===== config.mk =====
export PLATFORM = sky130hd
export DESIGN_NAME = bank_rw_ctrl_k2
export DESIGN_NICKNAME = d
export VERILOG_FILES = /design/src/rtl/bank_rw_ctrl_k2.sv
export SDC_FILE = /design/constraint.sdc
export NUM_CORES = 1
export LEC_CHECK = 0
export CORE_UTILIZATION = 35
export CTS_BUF_LIST = sky130_fd_sc_hd__clkbuf_8 sky130_fd_sc_hd__clkbuf_16
export DETAILED_ROUTE_END_ITERATION = 6
export SLEW_MARGIN = 20
export SYNTH_ARGS = -nofsm -noshare
export SYNTH_HDL_FRONTEND = slang
export SYNTH_SLANG_ARGS = --single-unit

===== constraint.sdc =====
create_clock -name clk -period 1.6 [get_ports clk]
set_input_delay 0.16 -clock clk [delete_from_list [all_inputs] [get_ports clk]]
set_output_delay 0.16 -clock clk [all_outputs]
set_load 0.02 [all_outputs]

===== src/rtl/bank_rw_ctrl_k2.sv =====
// bank_rw_ctrl_k2
// ---------------------------------------------------------------------------
// Consumer end of the radix-2 address path. Each accepted bank/address pair
// is issued as a bank read command one cycle later, then delayed through a
// LAT-deep shift pipeline (LAT = RD_LAT + BF_LAT) and replayed as the in-place
// write-back command. Issued and retired operations are counted; the stage
// completes only after the final write-back of the stage has retired.
//
// Optional feature: define BANK_CONFLICT_CHK_EN to build a sticky bank
// conflict detector (BN0_idx == BN1_idx on an accepted pair). Without it,
// conflict_err is tied to 0.
//
// Ports:
//   clk, rst              clock, synchronous active-high reset
//   BN_MA_in_en           index pair valid this cycle
//   AGU_done_in           last pair of the stage already presented
//   l_in                  stage number accompanying the pair
//   BN0_idx/BN1_idx       banks of operand 0/1
//   MA0_idx/MA1_idx       in-bank addresses of operand 0/1
//   rd_en, rd_BN*, rd_MA* registered read command
//   wr_en, wr_BN*, wr_MA*, wr_l   registered write-back command
//   busy                  controller not idle
//   stage_done, stage_l   one-cycle completion pulse and its stage number
//   conflict_err          sticky bank-conflict flag
// ---------------------------------------------------------------------------
module bank_rw_ctrl_k2 #(
    parameter int unsigned MA_WIDTH   = 5,
    parameter int unsigned BANK_WIDTH = 4,
    parameter int unsigned D_WIDTH    = 4,
    parameter int unsigned RD_LAT     = 1,
    parameter int unsigned BF_LAT     = 4,
    parameter int unsigned CNT_WIDTH  = 10
) (
    input  logic                  clk,
    input  logic                  rst,
    input  logic                  BN_MA_in_en,
    input  logic                  AGU_done_in,
    input  logic [D_WIDTH-1:0]    l_in,
    input  logic [BANK_WIDTH-1:0] BN0_idx,
    input  logic [BANK_WIDTH-1:0] BN1_idx,
    input  logic [MA_WIDTH-1:0]   MA0_idx,
    input  logic [MA_WIDTH-1:0]   MA1_idx,
    output logic                  rd_en,
    output logic [BANK_WIDTH-1:0] rd_BN0,
    output logic [BANK_WIDTH-1:0] rd_BN1,
    output logic [MA_WIDTH-1:0]   rd_MA0,
    output logic [MA_WIDTH-1:0]   rd_MA1,
    output logic                  wr_en,
    output logic [BANK_WIDTH-1:0] wr_BN0,
    output logic [BANK_WIDTH-1:0] wr_BN1,
    output logic [MA_WIDTH-1:0]   wr_MA0,
    output logic [MA_WIDTH-1:0]   wr_MA1,
    output logic [D_WIDTH-1:0]    wr_l,
    output logic                  busy,
    output logic                  stage_done,
    output logic [D_WIDTH-1:0]    stage_l,
    output logic                  conflict_err
);

    localparam int unsigned LAT = RD_LAT + BF_LAT;

    // One command slot: valid bit plus the indices and stage that travel with it
    typedef struct packed {
        logic                  vld;
        logic [D_WIDTH-1:0]    l;
        logic [BANK_WIDTH-1:0] bn0;
        logic [BANK_WIDTH-1:0] bn1;
        logic [MA_WIDTH-1:0]   ma0;
        logic [MA_WIDTH-1:0]   ma1;
    } cmd_t;

    typedef enum logic [1:0] {
        IDLE  = 2'd0,
        RUN   = 2'd1,
        DRAIN = 2'd2,
        DONE  = 2'd3
    } state_t;

    state_t               state;
    state_t               next_state;
    logic                 accept_c;
    logic                 pipe_busy_c;
    logic                 drained_c;

    cmd_t                 rd_q;
    cmd_t                 pipe_q [LAT];
    logic [CNT_WIDTH-1:0] rd_cnt;
    logic [CNT_WIDTH-1:0] wr_cnt;
    logic [D_WIDTH-1:0]   last_wr_l;
    logic                 busy_q;
    logic                 stage_done_q;
    logic [D_WIDTH-1:0]   stage_l_q;

    // Any command still in flight between read issue and write-back
    always_comb begin
        pipe_busy_c = rd_q.vld;
        for (int unsigned i = 0; i < LAT; i++) begin
            pipe_busy_c = pipe_busy_c | pipe_q[i].vld;
        end
    end

    assign drained_c = !pipe_busy_c && (wr_cnt == rd_cnt);

    // State register
    always_ff @(posedge clk) begin
        if (rst) begin
            state <= IDLE;
        end else begin
            state <= next_state;
        end
    end

    // Next-state and pair acceptance
    always_comb begin
        next_state = state;
        accept_c   = 1'b0;
        case (state)
            IDLE: begin
                // A pair that arrives together with the done pulse is a
                // one-pair stage and goes straight to draining.
                if (BN_MA_in_en) begin
                    accept_c   = 1'b1;
                    next_state = AGU_done_in ? DRAIN : RUN;
                end
            end
            RUN: begin
                accept_c = BN_MA_in_en;
                if (AGU_done_in) begin
                    next_state = DRAIN;
                end
            end
            DRAIN: begin
                if (drained_c) begin
                    next_state = DONE;
                end
            end
            DONE: begin
                next_state = IDLE;
            end
            default: begin
                next_state = IDLE;
            end
        endcase
    end

    // Read command register
    always_ff @(posedge clk) begin
        if (rst) begin
            rd_q <= '0;
        end else begin
            rd_q.vld <= accept_c;
            if (accept_c) begin
                rd_q.l   <= l_in;
                rd_q.bn0 <= BN0_idx;
                rd_q.bn1 <= BN1_idx;
                rd_q.ma0 <= MA0_idx;
                rd_q.ma1 <= MA1_idx;
            end
        end
    end

    // Read-plus-butterfly delay line; the last slot is the write-back command
    always_ff @(posedge clk) begin
        if (rst) begin
            for (int unsigned i = 0; i < LAT; i++) begin
                pipe_q[i] <= '0;
            end
        end else begin
            pipe_q[0] <= rd_q;
            for (int unsigned i = 1; i < LAT; i++) begin
                pipe_q[i] <= pipe_q[i-1];
            end
        end
    end

    // Issued/retired counters; cleared when the controller returns to idle
    always_ff @(posedge clk) begin
        if (rst || (state != IDLE && next_state == IDLE)) begin
            rd_cnt <= '0;
            wr_cnt <= '0;
        end else begin
            if (rd_q.vld) begin
                rd_cnt <= rd_cnt + CNT_WIDTH'(1);
            end
            if (pipe_q[LAT-1].vld) begin
                wr_cnt <= wr_cnt + CNT_WIDTH'(1);
            end
        end
    end

    // Completion reporting: stage number taken from the last retired write
    always_ff @(posedge clk) begin
        if (rst) begin
            last_wr_l    <= '0;
            busy_q       <= 1'b0;
            stage_done_q <= 1'b0;
            stage_l_q    <= '0;
        end else begin
            if (pipe_q[LAT-1].vld) begin
                last_wr_l <= pipe_q[LAT-1].l;
            end
            busy_q       <= (next_state != IDLE);
            stage_done_q <= (next_state == DONE);
            if (next_state == DONE) begin
                stage_l_q <= last_wr_l;
            end
        end
    end

`ifdef BANK_CONFLICT_CHK_EN
    logic conflict_q;

    // Sticky until reset; the read itself is issued unchanged
    always_ff @(posedge clk) begin
        if (rst) begin
            conflict_q <= 1'b0;
        end else if (accept_c && (BN0_idx == BN1_idx)) begin
            conflict_q <= 1'b1;
        end
    end

    assign conflict_err = conflict_q;
`else
    assign conflict_err = 1'b0;
`endif

    assign rd_en      = rd_q.vld;
    assign rd_BN0     = rd_q.bn0;
    assign rd_BN1     = rd_q.bn1;
    assign rd_MA0     = rd_q.ma0;
    assign rd_MA1     = rd_q.ma1;

    assign wr_en      = pipe_q[LAT-1].vld;
    assign wr_BN0     = pipe_q[LAT-1].bn0;
    assign wr_BN1     = pipe_q[LAT-1].bn1;
    assign wr_MA0     = pipe_q[LAT-1].ma0;
    assign wr_MA1     = pipe_q[LAT-1].ma1;
    assign wr_l       = pipe_q[LAT-1].l;

    assign busy       = busy_q;
    assign stage_done = stage_done_q;
    assign stage_l    = stage_l_q;

endmodule


# Yosys cells after proc, flatten, opt, wreduce, memory -nomap -nowiden
# Memory sizes are Yosys's and may differ from the RTL's.
# Cells that the tools add are included.
# totals
ff_bits,55
mem_bits_rw,115
inputBits,26
out_inout_bits,49
wordCells,54
n_memories,1
# mem_list
memory,words,word_bits,read_ports,rd_clocked_by_memory_dff,wr,line_no,source
pipe_q,5,23,5,0,5,86,cmd_t pipe_q [LAT];
# classes
addsub,2
eq_ne,5
muxes,15
bitwise,10
n_reduce_logical,8
# op_table
operator,count
23-bit 2-to-1 mux,5
10-bit by 1-bit adder with 10-bit output (second input constant),2
10-bit equality test,1
1-bit bitwise OR,10
2-bit 2-to-1 mux,4
2-bit case mux with 4 select lines,1
2-bit equality test (second input constant),3
2-bit zero test,2
1-bit 2-to-1 mux,4
2-bit nonzero test,2
2-bit by 1-bit equality test with 1-bit output (second input constant),1
1-bit logical AND,2
1-bit case mux with 2 select lines,1
1-bit zero test,1
1-bit logical OR,1

# Logic depth before layout (Yosys ltp)
# An unclocked memory read counts as a cell.
# logic_depth
depth_word,13
ltp_mapped,6
depth_no_buf,5

# Worst setup path after synthesis
# Ideal clock, no wire load.
# synth_path
path_kind,register to register
startpoint,"reg rd_q, in the netlist rd_en"
endpoint,"reg stage_l_q[0], in the netlist stage_l[0]"
setup_time_ns,0.132
arrival_time_ns,1.255
required_ns,1.468
path_slack_ns,0.213
stages_incl_launch_ff,6
n_path_buf,1
period_less_slack_ns,1.387
cell_sequence,dfxtp_1 > buf_6 > nor4b_4 > nand4_1 > o31ai_1 > a21oi_1
# synth_between
elab_chain_cells,10
# synth_lines
item,line_no,source
from (decl),85,cmd_t rd_q;
1-bit bitwise OR (5 in series),98,pipe_busy_c = pipe_busy_c | pipe_q[i].vld;
1-bit zero test,102,assign drained_c = !pipe_busy_c && (wr_cnt == rd_cnt);
1-bit logical AND,102,
2-bit 2-to-1 mux,133,if (drained_c) begin
2-bit case mux with 4 select lines,117,case (state)
2-bit equality test,204,if (next_state == DONE) begin
to (signal assigned),205,stage_l_q <= last_wr_l;
to (decl),92,logic [D_WIDTH-1:0] stage_l_q;
# No other way between the ends.
# A chain may end at the register's enable or synchronous reset.

# Final worst setup path
# layout_path
startpoint,"reg stage_l_q[1], in the netlist stage_l[1]"
endpoint,out stage_l[1]
# layout_rtl
item,line_no,source
to (decl),56,"output logic [D_WIDTH-1:0] stage_l,"
# No word-level cell between the ends.

==> run metrics <==
status=completed; Placed Cells=just over 700; die area=about 16,000 µm²; TritonCTS Buffers=17; Ys Warns=0; DRC viols=0; Final Max Slew Viols=0; Sw Share=0.210; Pre-antenna DRT Iters=4; WL final=9240 µm; post-layout util=0.446; most common cell after layout, fill and taps aside=dfxtp_1; Setup crit end kind=output pin; First DRT Iteration DRCs=156; commonest non-fill, non-tap cells in the layout=dfxtp_1, nor2b_1, clkdlybuf4s50_1; Worst Hold Endpoint=pipe_q[0][43]$_SDFF_PP0_; min-delay src=rst; worst skew pair latency=~0.42 ns; CP Launch Type=flop; Die W=around 130 µm; top cell type's share of synthesized area=0.612; routed vias=~3,200; Initial Util=0.362; Max clock buf depth=2; Pwr Density=about 1300 nW/µm²; Static Leak=2.65 nW; commonest register cell after synthesis=dfxtp_1; Mean Syn Cell Area=between 10 and 15 µm²; VDD IR max=around 0.79 mV; Final Cell Area=between 6000 and 7000 µm²; Post-layout nets=561; Critical Path, Cell by Cell=clkdlybuf4s50_1; H-tree levels=4; hold path cells=2; CP Class=reg2out; Core ar.=between 15,000 and 20,000 µm²; Worst-path clk slew=approximately 0.060 ns; row count=45; Tmin final=between 1.5 and 2 ns; DP Area=slightly above 6000 µm²; Post-DRT Antenna Nets=0; number of flops mapped to enable cells by yosys=0; Root Buffer=clkbuf_16; CP Buf/Inv Count=1; CP peak stage delay=roughly 0.64 ns; Slowest cell on crit path=clkdlybuf4s50_1; Die Height=128 µm; Req. time, crit path=roughly 1.4 ns; worst reg2reg startpoint=state[0]$_SDFF_PP0_; share of layout cells above drive strength 1=0.0882; gr usage total=0.121; min-delay worst type=in2reg; first-pass GRT wire length=around 15,000 µm; Synth area leaders=dfxtp_1, nor2b_1, buf_4; Logic pwr share=0.060; R2R Setup Slk=about 0.1 ns; reg2reg end=stage_l[0]$_SDFFE_PP0N_; syn_nets=525; hold-fix buffers at CTS=0; final setup violation count=0; final period utilization=0.991; cells after synthesis=about 500; Clock Skews=between 0.006 and 0.007 ns; number of synthesized register bits=between 150 and 200; Post-Layout Cell Count=~760; Distinct cells, synth=35; Mapped Area=roughly 5600 µm²; hpwl dp=around 6300 µm; Congestion Overflow GR=0; Reg power frac=0.488; TritonCTS clock tree=yes; cell-internal power=around 0.007 W; DR vias/cell=~4.2; ant diodes=0; vias in the first global route=3,075; I/O Pins=75; cell accounting for the most synthesized area=dfxtp_1; Fin. Hold Viols=0; antenna violations before repair=0; sw power=0.00191 W; WL/cell=12.2 µm; tightest hold margin=approximately 0.16 ns; Area Overhead vs Synth=23.2%; max-cap violations=0; GPL Wtd Cong=0.767; reg2reg path depth=4; CP top delay family=buffers and inverters; f_max=roughly 630 MHz; clock share of power=0.451; largest net degree at the start of global routing=47; CTS Sinks=170; PortBufs=73; WP data arrival=about 1.4 ns; CP max FO=2; asr flop ratio synth=0; sequential share of the synthesized area=0.612
cell usage after synthesis (all sizes together) (3+ instances only):
library cell	n
dfxtp	170
nor2b	115
nor3	3
inv	4
o31ai	4
o22a	22
clkbuf	16
and4	5
xnor2	14
xor2	12
mux2i	6
nand2	7
a21oi	8
nand4	13
nand3	4
buf	51
o21ai	3
nor2	25
kinds of logic (layout without fill, tap and decap cells):
kind of cell             Yosys count  in the layout  synth area share
adder cells (fa/ha/maj)            2              2           0.00450
XOR/XNOR                          26             26            0.0410
flip-flops                       170            170             0.612
multiplexers                       6              6            0.0108
AO/OA/AOI/OAI                     41             41            0.0551
other                              1              1          0.000674
AND/OR/NAND/NOR                  180            180             0.196
buffers and inverters             71            118            0.0794
state kept, by name (all words and copies together) (netlist names), 5 cells and up:
| name | flops |
|---|---|
| rd_MA1 | 5 |
| rd_MA0 | 5 |
| rd_cnt | 10 |
| pipe_q | 115 |
| wr_cnt | 10 |
what timing repair did:
| item | in CTS | in global routing |
|---|---|---|
| endpoints found under the setup margin | 2 | 5 |
| gates resized for setup | 3 | 4 |
| setup buffers | 0 | 0 |
| pin swaps | 0 | 7 |
| cloned | 0 | 0 |
through the flow:
step	worst slack (ns)	power, W	setup TNS, ns
after floorplan	0.213	0.00491	0
after global placement	0.187	0.00508	0
after detailed placement	0.0944	0.00509	0
after CTS	0.0241	0.00922	0
after global routing	-0.0130	0.00946	-0.0242
final	0.0150	0.00910	0
layer usage:
layer,track usage,share of wire,wire length (µm),vias up
li1,-,-,-,1649
met1,0.159,0.51,4680,1428
met2,0.168,0.41,3760,87
met3,0.0426,0.064,587,18
met4,0.0754,0.023,217,0
met5,0,0,0,-
how the worst max path moves through the flow:
stage	start	to	slack [ns]	cells past startpoint
CTS	stage_l[2]$_SDFFE_PP0N_	stage_l[2]	0.02	1
global placement	rd_en$_SDFF_PP0_	rd_cnt[9]$_SDFFE_PP0P_	0.19	4
floorplan	rd_en$_SDFF_PP0_	stage_l[0]$_SDFFE_PP0N_	0.21	5
global route	rd_cnt[4]$_SDFFE_PP0P_	stage_l[0]$_SDFFE_PP0N_	-0.01	4
detailed placement	rd_en$_SDFF_PP0_	rd_cnt[9]$_SDFFE_PP0P_	0.09	4
finish	stage_l[1]$_SDFFE_PP0N_	stage_l[1]	0.02	1
cell type report:
class	instances	area, µm²
multi-input cells	256	1730
fillers	1425	8520
flip-flops and latches	170	3400
inverters	4	15.0
well taps	211	264
repair buffers	84	838
clock inverters	11	148
clock buffers	19	453
power by group through the flow:
stage / Sequential [W] / Combinational (W) / Clock [W]
after global routing: 0.00446 / 0.000596 / 0.00440
after detailed placement: 0.00454 / 0.000553 / 0
after floorplan: 0.00452 / 0.000388 / 0
after CTS: 0.00445 / 0.000556 / 0.00422
final: 0.00444 / 0.000551 / 0.00411
after global placement: 0.00453 / 0.000545 / 0
(Power assumes the default switching activity.)
